**config.mk**
```make
export PLATFORM = sky130hd
export DESIGN_NAME = light_day_night_ctrl
export DESIGN_NICKNAME = d
export VERILOG_FILES = /design/src/rtl/light_day_night_ctrl.sv
export SDC_FILE = /design/constraint.sdc
export NUM_CORES = 1
export LEC_CHECK = 0
export CAP_MARGIN = 20
export CELL_PAD_IN_SITES_DETAIL_PLACEMENT = 0
export CELL_PAD_IN_SITES_GLOBAL_PLACEMENT = 2
export CORE_MARGIN = 2
export CORE_UTILIZATION = 30
export CTS_CLUSTER_DIAMETER = 80
export DETAILED_ROUTE_END_ITERATION = 8
export GPL_ROUTABILITY_DRIVEN = 0
export PLACE_DENSITY = 0.63
export SLEW_MARGIN = 20
export SYNTH_ARGS = -nofsm -noshare
export SYNTH_HDL_FRONTEND = slang
export SYNTH_SLANG_ARGS = --single-unit
```
**constraint.sdc**
```tcl
create_clock -name clk -period 3.34 [get_ports clk]
set_input_delay 0.668 -clock clk [delete_from_list [all_inputs] [get_ports clk]]
set_output_delay 0.668 -clock clk [all_outputs]
set_load 0.005 [all_outputs]
```
**src/rtl/light_day_night_ctrl.sv**
```systemverilog
// Day/night controller for the pet: synchronizes the LDR input, samples it on
// a prescaled tick, commits a light/dark change only after STABLE_COUNT
// consecutive differing samples, and reports each change as a held event
// with a valid/ack handshake.
module light_day_night_ctrl #(
  parameter int SAMPLE_DIV   = 50000,
  parameter int STABLE_COUNT = 16
) (
  input  logic clk,
  input  logic reset,
  input  logic sensor_input,
  input  logic enable,
  input  logic evt_ack,
  output logic light_state,
  output logic evt_valid,
  output logic evt_is_night,
  output logic sample_tick
);

  localparam int PW = $clog2(SAMPLE_DIV);
  localparam int CW = $clog2(STABLE_COUNT + 1);
  localparam logic [PW-1:0] PRE_MAX = PW'(SAMPLE_DIV - 1);
  localparam logic [CW-1:0] CNT_MAX = CW'(STABLE_COUNT - 1);

  typedef enum logic [1:0] {S_OFF, S_TRACK, S_CONFIRM, S_NOTIFY} state_t;

  state_t        state, nxt;
  logic [1:0]    sync_q;
  logic          samp;
  logic [PW-1:0] pre_cnt;
  logic [CW-1:0] stab_cnt;
  logic          tick, diff;
  logic          commit, ack_clr, cnt_clr, cnt_one, cnt_inc;

  assign samp        = sync_q[1];
  assign tick        = enable && (pre_cnt == PRE_MAX);
  assign diff        = (samp != light_state);
  assign sample_tick = tick;

  // Two-flop synchronizer for the asynchronous sensor input
  always_ff @(posedge clk or negedge reset) begin
    if (!reset) sync_q <= 2'b00;
    else        sync_q <= {sync_q[0], sensor_input};
  end

  // Sample prescaler; parked at zero while monitoring is disabled
  always_ff @(posedge clk or negedge reset) begin
    if (!reset)                  pre_cnt <= '0;
    else if (!enable)            pre_cnt <= '0;
    else if (pre_cnt == PRE_MAX) pre_cnt <= '0;
    else                         pre_cnt <= pre_cnt + PW'(1);
  end

  // FSM state register
  always_ff @(posedge clk or negedge reset) begin
    if (!reset) state <= S_OFF;
    else        state <= nxt;
  end

  // Next-state logic; disable overrides everything else
  always_comb begin
    nxt = state;
    if (!enable) nxt = S_OFF;
    else begin
      case (state)
        S_OFF:     nxt = S_TRACK;
        S_TRACK:   if (tick && diff) nxt = (STABLE_COUNT == 1) ? S_NOTIFY : S_CONFIRM;
        S_CONFIRM: if (tick) begin
                     if (!diff)                    nxt = S_TRACK;
                     else if (stab_cnt == CNT_MAX) nxt = S_NOTIFY;
                   end
        S_NOTIFY:  if (evt_ack && evt_valid) nxt = S_TRACK;
        default:   nxt = S_OFF;
      endcase
    end
  end

  // Datapath control strobes decoded from state and the current sample
  always_comb begin
    commit  = 1'b0;
    ack_clr = 1'b0;
    cnt_clr = 1'b0;
    cnt_one = 1'b0;
    cnt_inc = 1'b0;
    if (enable) begin
      case (state)
        S_TRACK: if (tick && diff) begin
                   if (STABLE_COUNT == 1) commit  = 1'b1;
                   else                   cnt_one = 1'b1;
                 end
        S_CONFIRM: if (tick) begin
                     if (!diff)                    cnt_clr = 1'b1;
                     else if (stab_cnt == CNT_MAX) commit  = 1'b1;
                     else                          cnt_inc = 1'b1;
                   end
        S_NOTIFY: ack_clr = evt_ack && evt_valid;
        default: ;
      endcase
    end
  end

  // Stable counter, committed condition and event registers
  always_ff @(posedge clk or negedge reset) begin
    if (!reset) begin
      stab_cnt     <= '0;
      light_state  <= 1'b0;
      evt_valid    <= 1'b0;
      evt_is_night <= 1'b0;
    end else if (!enable) begin
      // pending event is dropped; light_state keeps its committed value
      stab_cnt  <= '0;
      evt_valid <= 1'b0;
    end else if (commit) begin
      light_state  <= samp;
      evt_is_night <= ~samp;
      evt_valid    <= 1'b1;
      stab_cnt     <= '0;
    end else if (ack_clr) begin
      evt_valid <= 1'b0;
    end else if (cnt_clr) begin
      stab_cnt <= '0;
    end else if (cnt_one) begin
      stab_cnt <= CW'(1);
    end else if (cnt_inc) begin
      stab_cnt <= stab_cnt + CW'(1);
    end
  end

endmodule

```
==> results of run 1 <==
power breakdown:
group          leakage [uW]  internal, uW  total [uW]  switching (uW)
clock network     0.0000288           106         219             114
registers          0.000372           350         360            10.2
logic              0.000372          30.5        72.3            41.8
total              0.000773           487         652             166
per-stage QoR:
| stage | cell area (um^2) | hold WS, ns | setup slack [ns] | total power, uW |
|---|---|---|---|---|
| 2_1_floorplan | 1550 | 0.331 | 1.42 | 413 |
| 3_3_place_gp | 1730 | 0.338 | 0.732 | 440 |
| 3_5_place_dp | 1730 | 0.341 | 0.723 | 441 |
| 4_1_cts | 1780 | 0.366 | 0.587 | 663 |
| 5_1_grt | 1780 | 0.389 | 0.457 | 686 |
| 6_report | 1780 | 0.362 | 0.626 | 652 |
cell families after synthesis:
group / after synthesis / share of synthesized area (%)
AOI/OAI and AO/OA: 27 / 11.8
xor gates and xnor gates: 15 / 8.95
adders and majority gates: 6 / 4.84
buffers and inverters: 11 / 2.74
DFF: 28 / 45.2
muxes: 2 / 1.37
and+or+nand+nor: 69 / 25.2
registers in the layout, indices dropped and copies added (netlist names):
register	count
sync_q	2
state	2
light_state	1
pre_cnt	16
evt_is_night	1
evt_valid	1
stab_cnt	5
layer usage:
layer	share of wire, %	wire length, um	GRT usage, %	up-vias
met2	43	1380	17.7	18
li1	-	-	-	573
met4	1.7	53	4.91	0
met3	2.7	86	2.26	4
met1	52	1680	18.1	562
met5	0	0	0	-
final timing paths:
| check | to | slack, ns | from |
|---|---|---|---|
| min reg2reg | sync_q[1] | 0.36 | sync_q[0] |
| min | sync_q[1] | 0.36 | sync_q[0] |
| min in group asynchronous | pre_cnt[14] | 0.76 | reset |
| max | sample_tick | 0.63 | pre_cnt[4] |
| max reg2reg | stab_cnt[3] | 1.03 | stab_cnt[0] |
| max in group asynchronous | sync_q[1] | 2.31 | reset |
cells in the final DEF (no fill, tap or decap), types with 2 or more instances in the layout:
master | Yosys | layout
o21ai_1 | 3 | 3
o211ai_1 | 2 | 2
nor3_1 | 2 | 2
nand2_1 | 14 | 14
buf_4 | 0 | 2
o21ai_0 | 5 | 5
o21a_1 | 2 | 2
xor2_1 | 8 | 8
nor2_1 | 23 | 23
inv_1 | 9 | 9
ha_1 | 6 | 6
clkbuf_8 | 0 | 4
nand3_1 | 11 | 11
or3_1 | 2 | 2
and3_1 | 4 | 4
o31ai_1 | 2 | 2
dfrtp_1 | 28 | 28
a21oi_1 | 4 | 4
clkdlybuf4s50_1 | 0 | 8
nor4b_4 | 2 | 2
xnor2_1 | 6 | 6
nand4_1 | 2 | 2
a21boi_0 | 2 | 2
layout make-up:
class	instances	area share, %
clock buffer	4	3.09
inverter	9	1.90
multi-input combinational	119	45.4
sequential	28	39.4
tap	70	4.92
timing repair buffer	10	5.34
==> metrics.md, run 1 <==
| Metric | Value |
|---|---|
| Primary FF master, synth | `dfrtp_1` |
| Final period util | `between 80% and 90%` |
| Core ar. | `5040 um^2` |
| Final antenna-violating net count | `0` |
| RSZ-0062 raised after global routing | `false` |
| Filler Cell Count | `~520` |
| EDFF count, synth | `0` |
| Die W | `75.9 um` |
| Number of global-route vias before repair | `1,123` |
| Register area share after synthesis | `45.2%` |
| Fin util | `35.3%` |
| Syn-to-layout area delta | `14.8%` |
| Critical Path AT | `2.05 ns` |
| Clock root cell | `clkbuf_8` |
| Outcome | `complete, no violations` |
| Final setup TNS | `0 ns` |
| Critical path's slowest cell | `clkdlybuf4s50_1` |
| P per Cell Area | `about 370 nW/um^2` |
| Fin cells | `240` |
| Final-stage net count | `182` |
| WP data required | `2.67 ns` |
| GRT overflow | `0` |
| Startpoint Class | `flop` |
| First-pass GRT wire length | `5660 um` |
| DR iter-0 viols | `67` |
| HPWL Detailed | `2300 um` |
| Asr flop ratio synth | `100%` |
| Multi-input logic area | `between 800 and 900 um^2` |
| Max-Cap Viols | `0` |
| CTS Buf Count | `3` |
| Initial Utilization | `30.8%` |
| Layout cells sized above 1 | `about a tenth` |
| Initial antenna violation count | `0` |
| #FFs+latches synth | `28` |
| Crit path capture type | `output port` |
| IO Port Bufs | `8` |
| Hold Crit Depth | `0` |
| Synth area leader | `dfrtp_1` |
| Drt drc | `0` |
| CTS Buffer Depth | `2` |
| Achievable Freq | `~370 MHz` |
| Cell Area, Synth | `1550 um^2` |
| Final hold violations | `0` |
| Register area | `701 um^2` |
| Slew Viols, Final | `0` |
| Clk slew on worst S/H paths | `0.10 ns` |
| Die area | `5760 um^2` |
| Critical path depth | `4` |
| Post-Route WL | `roughly 3200 um` |
| CTS tree | `done` |
| Synth Warn # | `0` |
| Htree depth | `1` |
| Worst hold path class | `flop to flop` |
| Most instantiated library cell after synthesis | `dfrtp_1` |
| Vias per Instance | `slightly below 5` |
| Via count | `1,157` |
| Clock sinks | `28` |
| WP buf/inv | `1` |
| FF-to-FF path depth | `8` |
| Top post-synthesis cells by count | `28 x dfrtp_1, 23 x nor2_1, 14 x nand2_1` |
| Die height | `75.9 um` |
| CP cell instances | `nor4b_4 -> nand4_4 -> nor2_1 -> clkdlybuf4s50_1` |
| CP Class | `flop to output port` |
| Post-synth net total | `169` |
| Largest net degree at the start of global routing | `29` |
| Critical path peak fanout | `7` |
| Main area contributors after synthesis | `dfrtp_1 45%, nor2_1 5.6%, ha_1 4.8%` |
| Synth cell types | `41` |
| Avg Cell Area, Syn | `9.82 um^2` |
| DR pass1 iterations | `4` |
| Routed wire per std cell | `13.3 um` |
| Final setup fails | `0` |
| Area fraction of the dominant cell type after synthesis | `a little under half` |
| Boundary pin count | `9` |
| Number of diodes | `0` |
| CTS resizes | `0` |
| Static Leak | `0.000773 uW` |
| Worst ir drop on vdd | `approximately 0.00019 V` |
| Placed cell count | `236` |
| Period minus WS final | `around 2.7 ns` |
| Mapped Cells | `158` |
| Total Routing Usage GR | `12.3%` |
| Post-CTS Setup Inserts | `0` |
| Actual slew at the worst max-slew pin | `0.541 ns` |
| Worst relative slew slack | `between 60% and 70%` |
| CP peak stage delay | `0.52 ns` |
| Insertion delay to the later sink of the worst-skew pair | `between 0.2 and 0.3 ns` |
| Final Skew | `roughly 0.0015 ns` |
| Cell family with most CP delay | `simple AND/OR/NAND/NOR gates` |
| Cts hold-fix bufs | `0` |
| # rows | `26` |
(Power assumes the default switching activity.)
==> run 2, diff against run 1 <==
Settings changed: PLACE_DENSITY 0.63 to 0.66.
Clock period 3.34 ns to 2.3 ns, I/O delays scaled along.
==> run 2 against run 1 <==
Compared with the run above:
- routed wire length is 0.44% lower
- first-iteration DRC count is 45% lower
- worst setup slack lost 0.50 ns
- hold slack about the same
- cell count up 3.8%
- via count is 1.5% higher
- global-route usage about the same
- power grew 39%
- largest power group unchanged
- critical endpoint is now state[0]
- sequential share of layout area down 1.5 points
==> metrics.md, run 2 (synthesis gave the netlist of run 1 again) <==
| Metric | Value |
|---|---|
| Boundary pin count | `9` |
| Largest net degree at the start of global routing | `29` |
| Final hold violations | `0` |
| DR pass1 iterations | `4` |
| Final Skew | `0.00192 ns` |
| Critical Path AT | `2.36 ns` |
| Max FFs per register | `16` |
| WP data required | `approximately 2.5 ns` |
| Logic pwr share | `12.5%` |
| P per Cell Area | `between 400 and 500 nW/um^2` |
| Critical path peak fanout | `4` |
| # rows | `26` |
| Actual slew at the worst max-slew pin | `between 0.4 and 0.5 ns` |
| Final-stage net count | `192` |
| Number of global-route vias before repair | `1,182` |
| First-pass GRT wire length | `5840 um` |
| Achievable Freq | `around 460 MHz` |
| CTS Buffer Depth | `2` |
| Initial Utilization | `just over 30%` |
| Clock sinks | `28` |
| Die W | `75.9 um` |
| CTS tree | `done` |
| Final setup fails | `0` |
| Final period util | `94.7%` |
| Routed wire per std cell | `approximately 13 um` |
| Worst relative slew slack | `between 70% and 80%` |
| Net Sw Frac | `25.6%` |
| Via count | `between 1,000 and 1,500` |
| Number of diodes | `0` |
| Final setup TNS | `0 ns` |
| Core ar. | `around 5000 um^2` |
| Placed cell count | `~240` |
| Most common cell after layout, fill and taps aside | `dfrtp_1` |
| Drt drc | `0` |
| Initial antenna violation count | `0` |
| Slew Viols, Final | `0` |
| P_sw | `233 uW` |
| Total Routing Usage GR | `12.3%` |
| Outcome | `complete, no violations` |
| Clk slew on worst S/H paths | `about 0.090 ns` |
| R2r setup slk | `0.12 ns` |
| Clock root cell | `clkbuf_8` |
| Static Leak | `0.000817 uW` |
| Cts hold-fix bufs | `0` |
| IO Port Bufs | `8` |
| Internal cell power | `between 600 and 700 uW` |
| Reg power frac | `57.5%` |
| Syn-to-layout area delta | `19.3%` |
| Die area | `5760 um^2` |
| Register with the most flip-flops | `pre_cnt` |
| Final antenna-violating net count | `0` |
| Die height | `75.9 um` |
| Startpoint Class | `flop` |
| Max-Cap Viols | `0` |
| HPWL Detailed | `2310 um` |
| Fin cells | `249` |
| Period minus WS final | `2.18 ns` |
| DR iter-0 viols | `37` |
| CTS Buf Count | `3` |
| Placed inst area | `1780 um^2` |
| Post-Route WL | `approximately 3200 um` |
| RSZ-0062 raised after global routing | `false` |
| Largest registers | `pre_cnt: 16 flops, stab_cnt: 5 flops` |
| Vias per Instance | `4.71` |
| Worst hold path class | `flop to flop` |
| Design Area, Final | `1850 um^2` |
| Clock network power share | `30.0%` |
| Worst ir drop on vdd | `0.000172 V` |
| Crit path capture type | `flop` |
| Insertion delay to the later sink of the worst-skew pair | `0.28 ns` |
| GRT overflow | `0` |
| Layout cells sized above 1 | `15.6%` |
| Htree depth | `1` |
| CP Class | `flop to flop` |
| Commonest non-fill, non-tap cells in the layout | `28 x dfrtp_1, 22 x nor2_1, 14 x nand2_1, 12 x buf_4, 11 x nand3_1` |
## run 2: cell types whose count changed in the layout (fill, tap and decap cells not counted)
| cell | before | now |
|---|---|---|
| buf_4 | 2 | 12 |
| clkbuf_8 | 4 | 3 |
| clkdlybuf4s50_1 | 8 | 7 |
| dlygate4sd2_1 | 0 | 1 |
| ha_1 | 6 | 5 |
| ha_2 | 0 | 1 |
| nor2_1 | 23 | 22 |
| nor2_2 | 0 | 1 |
| o31ai_1 | 2 | 1 |
| o31ai_2 | 0 | 1 |
## run 2: final cells by class
class / instances / area, um^2
well taps: 70 / 87.6
clock buffers: 3 / 41.3
fillers: 509 / 3190
flip-flops and latches: 28 / 701
inverters: 9 / 33.8
multi-input cells: 119 / 818
repair buffers: 20 / 169
## run 2: routing by layer
metal  global-route usage [%]  wire [um]  vias to the layer above
met5                        0          0                        -
met2                     18.8       1400                       12
met4                     3.82         45                        0
li1                         -          -                      593
met1                     18.0       1670                      564
met3                     1.79         62                        5
## run 2: power groups by stage
stage                     registers (uW)  logic, uW  clock network [uW]
after floorplan                      530       69.8                   0
after global placement               533        111                   0
after detailed placement             533        110                   0
after CTS                            523        113                 292
after global routing                 527        129                 316
final                                523        113                 273
## run 2: worst paths after layout
check,startpoint,to,cells after the start
setup / recovery,pre_cnt[12],state[0],7
hold / removal,sync_q[0],sync_q[1],0
setup reg to reg,pre_cnt[12],state[0],7
hold reg to reg,sync_q[0],sync_q[1],0
max in group asynchronous,reset,pre_cnt[1],2
min in group asynchronous,reset,pre_cnt[10],2
## run 2: stage by stage
step | power [uW] | setup slack [ns] | hold WS [ns] | util [%]
after CTS | 929 | 0.109 | 0.368 | 36.6
after detailed placement | 644 | 0.153 | 0.344 | 35.3
after global placement | 644 | 0.149 | 0.344 | 35.3
after global routing | 972 | 0.0157 | 0.373 | 36.7
final | 910 | 0.121 | 0.363 | 36.7
after floorplan | 600 | 0.377 | 0.164 | -
## run 2: timing repair
action,in CTS,in global routing
setup buffers,3,0
endpoints found under the setup margin,1,1
gates cloned,0,0
pin swaps,2,0
endpoints found under the hold margin,0,0
gates resized for setup,3,1
## run 2: worst max-delay path: stages, from the launching register on
cell	delay (ns)
dfrtp_1	0.42
nor4b_4	0.36
nand4_4	0.15
buf_4	0.17
buf_4	0.13
or4_4	0.52
o21a_1	0.18
o21a_1	0.16
==> run 3, diff against run 2 <==
Settings changed: CORE_UTILIZATION 30 to 34, PLACE_DENSITY 0.66 to 0.73, SLEW_MARGIN 20 to 0.
==> run 3 against run 2 <==
Compared with the run above:
- global-route usage increased by 2.3 points
- flip-flop and latch count unchanged
- first-iteration DRC count increased by 5.4%
- core utilization increased by 5.2 points
- combinational power about the same
- worst setup slack improved by 0.075 ns
- register-to-register slack improved by 0.07 ns
- non-clock buffer count decreased by 1
- cell count decreased by 7.2%
- fmax increased by 3.5%
- highest routed layer unchanged
==> metrics.md, run 3 (synthesis gave the netlist of run 1 again) <==
| Metric | Value |
|---|---|
| Worst relative slew slack | `72.9%` |
| Die W | `71.6 um` |
| Met3 Use GR | `3.09%` |
| PnR worst setup slack | `0.196 ns` |
| GR met2 Demand/Resource | `25.8%` |
| Slew Viols, Final | `0` |
| CP Class | `flop to flop` |
| Worst ir drop on vdd | `0.000336 V` |
| RSZ-0062 raised after global routing | `false` |
| Largest registers | `pre_cnt: 16 flops, stab_cnt: 5 flops` |
| Layout cells sized above 1 | `15.6%` |
| Syn-to-layout area delta | `18.3%` |
| Startpoint Class | `flop` |
| Achievable Freq | `475 MHz` |
| Insertion delay to the later sink of the worst-skew pair | `between 0.2 and 0.3 ns` |
| Final Skew | `about 0.0013 ns` |
| Clock sinks | `28` |
| Dpl ws | `0.110 ns` |
| GRT overflow | `0` |
| Initial antenna violation count | `0` |
| Largest net degree at the start of global routing | `29` |
| Drt drc | `0` |
| Register with the most flip-flops | `pre_cnt` |
| WP data required | `2.47 ns` |
| Filler Cell Count | `451` |
| Final setup TNS | `0 ns` |
| RR Endpoint | `state[0]` |
| CTS Buffer Depth | `2` |
| Actual slew at the worst max-slew pin | `0.403 ns` |
| Routed wire per std cell | `14.5 um` |
| Outcome | `complete, no violations` |
| DR iter-0 viols | `39` |
| Critical path peak fanout | `3` |
| Number of global-route vias before repair | `1,316` |
| Clk slew on worst S/H paths | `0.09 ns` |
| Vias per Instance | `5.23` |
| Die height | `a little over 70 um` |
| Via count | `1,207` |
| DR pass1 iterations | `4` |
| WHS | `0.359 ns` |
| Final antenna-violating net count | `0` |
| First-pass GRT wire length | `between 5000 and 6000 um` |
| Initial Utilization | `approximately 35%` |
| CTS tree | `done` |
| Worst hold endpoint | `sync_q[1]` |
| Crit path capture type | `flop` |
| Gr busiest metal | `met2` |
| Post-Route WL | `3340 um` |
| Final-stage net count | `191` |
| R2r setup slk | `0.20 ns` |
| Boundary pin count | `9` |
| Max-Cap Viols | `0` |
| HPWL Detailed | `2450 um` |
| Final period util | `91.5%` |
| Met1 Use GR | `~18%` |
| Worst hold path class | `flop to flop` |
| Hold Crit Depth | `0` |
| Critical Path AT | `2.27 ns` |
| IO Port Bufs | `8` |
| Final setup fails | `0` |
| Die area | `5120 um^2` |
| # rows | `24` |
| Total Routing Usage GR | `between 10% and 20%` |
| Core ar. | `~4400 um^2` |
| R2R Path Start | `pre_cnt[10]` |
| P per Cell Area | `512 nW/um^2` |
| Cts hold-fix bufs | `0` |
| Design Power | `939 uW` |
| Clock root cell | `clkbuf_8` |
| Commonest non-fill, non-tap cells in the layout | `27 x dfrtp_1, 22 x nor2_1, 14 x nand2_1, 11 x nand3_1, 11 x buf_4` |
| Number of diodes | `0` |
| Static Leak | `0.000818 uW` |
| Max FFs per register | `16` |
| FF-to-FF path depth | `6` |
| Period minus WS final | `2.10 ns` |
| Most common cell after layout, fill and taps aside | `dfrtp_1` |
| CTS Buf Count | `3` |
| Final hold violations | `0` |
| Htree depth | `1` |
| Hold_sp | `sync_q[0]` |
run 3: area by class of cell:
class / count / area [um^2] / share of cell area (%)
clock buffers: 4 / 55.1 / 3.00
well taps: 52 / 65.1 / 3.54
inverters: 9 / 33.8 / 1.84
flip-flops and latches: 28 / 702 / 38.2
repair buffers: 19 / 161 / 8.79
multi-input cells: 119 / 818 / 44.6
run 3: report_power, final:
part           leakage, uW  total (uW)  switching, uW  internal, uW
Sequential        0.000371         525           16.5           508
Combinational     0.000419         111           63.3          47.9
Clock            0.0000288         303            150           153
run 3: worst max-delay path by stage:
stage	start	end	slack (ns)
2_1_floorplan	pre_cnt[4]	state[0]	0.38
3_3_place_gp	enable	sample_tick	0.13
3_5_place_dp	enable	sample_tick	0.11
4_1_cts	pre_cnt[10]	state[0]	0.18
5_1_grt	stab_cnt[0]	stab_cnt[3]	0.04
6_report	pre_cnt[10]	state[0]	0.20
run 3: per-layer routing:
layer,wire length [um],vias up
li1,-,595
met1,1590,588
met2,1610,18
met3,85,6
met4,55,0
met5,0,-
run 3: through the flow:
stage	utilization, %	instance area [um^2]	instances
2_1_floorplan	-	1550	158
3_3_place_gp	39.4	1730	221
3_5_place_dp	39.4	1730	221
4_1_cts	41.9	1840	231
5_1_grt	41.9	1840	231
6_report	41.9	1840	231
run 3: worst max-delay path, cell delays in order (launching register included):
cell	delay, ns
dfrtp_1	0.43
nor4b_4	0.37
nand4_4	0.16
buf_4	0.17
or4_4	0.53
o21a_1	0.18
o21a_1	0.16
run 3: what timing repair did:
action | 4_1_cts | 5_1_grt
endpoints found under the setup margin | 1 | 0
setup buffers | 6 | 0
gates resized for setup | 5 | 0
==> edit 1, RTL diff (flow settings as in run 3) <==
The 4 states of `state_t` get a one-hot encoding in 4 bits.
--- a/src/rtl/light_day_night_ctrl.sv
+++ b/src/rtl/light_day_night_ctrl.sv
@@ -22,7 +22,7 @@
   localparam logic [PW-1:0] PRE_MAX = PW'(SAMPLE_DIV - 1);
   localparam logic [CW-1:0] CNT_MAX = CW'(STABLE_COUNT - 1);
 
-  typedef enum logic [1:0] {S_OFF, S_TRACK, S_CONFIRM, S_NOTIFY} state_t;
+  typedef enum logic [3:0] {S_OFF = 4'b0001, S_TRACK = 4'b0010, S_CONFIRM = 4'b0100, S_NOTIFY = 4'b1000} state_t;
 
   state_t        state, nxt;
   logic [1:0]    sync_q;
Check against the original RTL: no difference found for any inputs over 10 cycles, from zero or initial values and one cycle with reset low; not proved beyond that.
==> edit 1 against run 3 <==
First-iteration DRC count decreased by 21%. Core utilization increased by 1.6 points. Largest cell class unchanged. Routed wire length increased by 3.7%. Synthesized area increased by 4.3%. Worst hold slack got worse by 0.0031 ns. Power increased by 39%. Sequential cell count increased by 2. Setup slack got worse by 0.042 ns. Final area increased by 10%. Clock power increased by 120%. Die area increased by 4.0%. Highest routed layer unchanged. Cell count increased by 7.8%.
==> edit 1: results (changes against run 3) <==
* Drt via density at 5.13 (-1.8%)
* H-tree Lvls at 2 (+1)
* Total CTS buffers at 5 (+2)
* Setup Skew at 0.00678 ns (+0.00551 ns)
* Yosys cell types at 40 (-2.4%)
* Placed inst area at 0.00184 mm² (+6.8%)
* R2r endpoint: stab_cnt[3]$_DFFE_PN0P_
* Max VDD drop at 434 µV (+29%)
* Worst setup path end: sample_tick
* Port Buffers at 8 (unchanged)
* Post-synth top cells: 29 x dfrtp_1, 21 x nor2_1, 11 x o21ai_0
* Nets at 202 (+5.8%)
* CP Class: reg -> out
* Top flop regs: pre_cnt: 16 flops, stab_cnt: 5 flops, state: 4 flops
* Pre-CTS setup slack at 0.102 ns (-0.00833 ns)
* Routed via count at 1278 (+5.9%)
* Syn_nets at 174 (+3.0%)
* Post-DP HPWL at 2.44 mm (-0.43%)
* WL final at 3.46 mm (+3.7%)
* CTS clock-pin slew for the worst setup and hold paths at 0.07 ns (-0.02 ns)
* Global-route wire length before repair at 6.01 mm (+1.9%)
* Iteration-0 DRC Markers at 31 (-21%)
* Share of cells above drive strength 1 at 20.0% (+4.4 points)
* Seq/Total Area, Yosys at 46.5% (+1.3 points)
* Largest cells by area after synthesis: dfrtp_1 45%, xnor2_1 5.4%, nor2_1 4.9%
* Static Leakage at 0.000875 µW (+6.9%)
* Largest net degree at the start of global routing at 31 (+6.9%)
* WHS at 0.356 ns (-0.00313 ns)
* Max FO, Critical Path at 2 (-1)
* Min cycle time layout at 2.15 ns (+0.0423 ns)
* Status: complete, no violations
* Total GRT Usage at 15.0% (+0.37 points)
* Initial antenna violation count at 0 (unchanged)
* Placed Cells at 237 (+7.2%)
* Post-Syn Area per Cell at 9.75 µm² (-0.75%)
* Max-Slew Margin vs Limit at 65.4% (-7.6 points)
edit 1: cell types whose count changed in the layout (fill, tap and decap cells not counted), moves of 4 or more:
cell | run 3 | this run
o21ai_0 | 5 | 11
buf_4 | 11 | 16
xnor2_1 | 6 | 10
nor2b_1 | 0 | 4
nand2_1 | 14 | 8
edit 1: layout make-up:
class,instances,area [µm²]
fillers,449,2640
clock inverters,2,60.1
well taps,54,67.6
clock buffers,6,82.6
multi-input cells,126,835
flip-flops and latches,30,754
inverters,7,26.3
repair buffers,24,199
edit 1: metal layers:
metal / wire [µm] / up-vias / GRT usage (%)
li1: - / 641 / -
met1: 1590 / 616 / 18.1
met3: 97 / 4 / 4.42
met2: 1730 / 17 / 23.9
met4: 51 / 0 / 7.82
met5: 0 / - / 0
edit 1: cells by family (layout without fill, tap and decap cells):
family | Yosys count | in the layout | share of synthesized area (%)
xor gates and xnor gates | 17 | 17 | 9.20
and+or+nand+nor | 80 | 80 | 29.0
buffers and inverters | 10 | 39 | 2.40
adders and majority gates | 3 | 3 | 2.32
AOI/OAI and AO/OA | 23 | 23 | 8.66
DFF | 30 | 30 | 46.5
muxes | 3 | 3 | 1.93
edit 1: critical path, cell delays in order (launching register included):
cell and delay, ns:
dfrtp_2 0.42, nor4b_4 0.32, nand4_2 0.16, nor2_2 0.15, and2_1 0.13, dlygate4sd2_1 0.23
edit 1: repair_timing:
item / CTS / global route
buffers inserted: 4 / 0
gates resized for setup: 4 / 1
endpoints found under the setup margin: 1 / 1
pin swaps: 3 / 1
hold endpoints to repair: 0 / 0
edit 1: report_power, final:
part | switching (µW) | internal [µW] | total (µW) | leakage, µW
clock network | 205 | 462 | 667 | 0.0000714
logic | 43.6 | 37.9 | 81.5 | 0.000405
registers | 16.9 | 542 | 559 | 0.000399
==> edit 2, RTL diff (flow settings as in run 3) <==
Made on the original files. `SAMPLE_DIV`: 50000 -> 25000.
--- a/src/rtl/light_day_night_ctrl.sv
+++ b/src/rtl/light_day_night_ctrl.sv
@@ -3,7 +3,7 @@
 // consecutive differing samples, and reports each change as a held event
 // with a valid/ack handshake.
 module light_day_night_ctrl #(
-  parameter int SAMPLE_DIV   = 50000,
+  parameter int SAMPLE_DIV   = 25000,
   parameter int STABLE_COUNT = 16
 ) (
   input  logic clk,
Check against the original RTL: same outputs for any inputs over 10 cycles, from zero or initial values and one cycle with reset low; that may be too few to reach the edited logic, so the function may still have changed.
==> edit 2 against run 3 <==
Via count shrank 4.2%. Setup slack better by 0.031 ns. Largest cell class unchanged. Critical path depth did not move. Combinational power fell by 26%. Final area decreased by 5.0%. Synthesized area is 4.3% lower. Routed wire length fell by 6.0%. Largest power group unchanged. Power shrank 8.4%. Sequential cell count is 1 lower. Sequential power fell by 4.2%. First-iteration DRC count is 51% higher.
==> edit 2: results (changes against run 3) <==
* Total GRT Usage at 14.1% (-0.44 points)
* Non-clk bufs at 16 (-3)
* Wirelength per Cell at 14.1 µm (-2.2%)
* Final clock-cell share at 2.65% (-0.35 points)
* # fillers at 433 (-4.0%)
* Non-clock buffering overhead at 8.18% (-0.62 points)
* WL final at 3.14 mm (-6.0%)
* Global-route wire length before repair at 5.64 mm (-4.3%)
* Max-Slew Margin vs Limit at 65.4% (-7.6 points)
* Placed Cells at 214 (-3.2%)
* WHS at 0.358 ns (-0.00132 ns)
* Setup Skew at 0.00525 ns (+0.00398 ns)
* Syn_nets at 164 (-3.0%)
* Post-synth top area share at 45.5% (+0.33 points)
* Vias in the first global route at 1198 (-9.0%)
* Yosys cell types at 38 (-7.3%)
* Multiplexer area fraction after synthesis at 0% (-1.4 points)
* Max VDD drop at 173 µV (-48%)
* Seq/Total Area, Yosys at 45.5% (+0.33 points)
* Iteration-0 DRC Markers at 59 (+51%)
* Largest net degree at the start of global routing at 28 (-3.4%)
* Multi-input logic area at 792 µm² (-3.2%)
* Slowest CP cell: dfrtp_2
* Post-Syn Area per Cell at 9.71 µm² (-1.1%)
* Layout sequential cell count at 27 (-3.6%)
* FF-to-FF setup slack at 0.23 ns (+0.03 ns)
* Synth Area in Compound Gates at 13.2% (+1.5 points)
* Drt via density at 5.21 (-0.34%)
* Post-DP HPWL at 2.23 mm (-9.0%)
* Post-synthesis adder-cell area fraction at 5.05% (+0.22 points)
* Status: complete, no violations
* Share of cells above drive strength 1 at 13.5% (-2.1 points)
==> edit 2: cell types whose count changed in the layout (fill, tap and decap cells not counted), sizes merged, moves of 3 or more <==
cell | run 3 | this run
o21ai | 8 | 11
a21boi | 3 | 0
buf | 11 | 8
inv | 9 | 5
==> edit 2: what timing repair did <==
action	4_1_cts	5_1_grt
setup endpoints to repair	1	2
gates resized for setup	3	4
pin swaps	1	3
buffers inserted	3	1
==> edit 2: power by group <==
part	leakage [µW]	switching, µW	total (µW)	internal [µW]
sequential	0.000362	15.9	503	487
combinational	0.000381	46.0	82.2	36.2
clock	0.0000255	154	275	121
==> edit 2: per-layer routing <==
layer  GRT usage (%)  part of all wire [%]
met5               0                     0
met4            4.49                   1.2
met3            2.60                   2.0
met2            25.0                    50
met1            17.4                    47
==> edit 2: stage by stage <==
step	setup slack, ns	area [µm²]
after floorplan	0.359	1490
after global placement	0.167	1650
after detailed placement	0.126	1650
after CTS	0.0174	1730
after global routing	0.0127	1740
final	0.227	1740
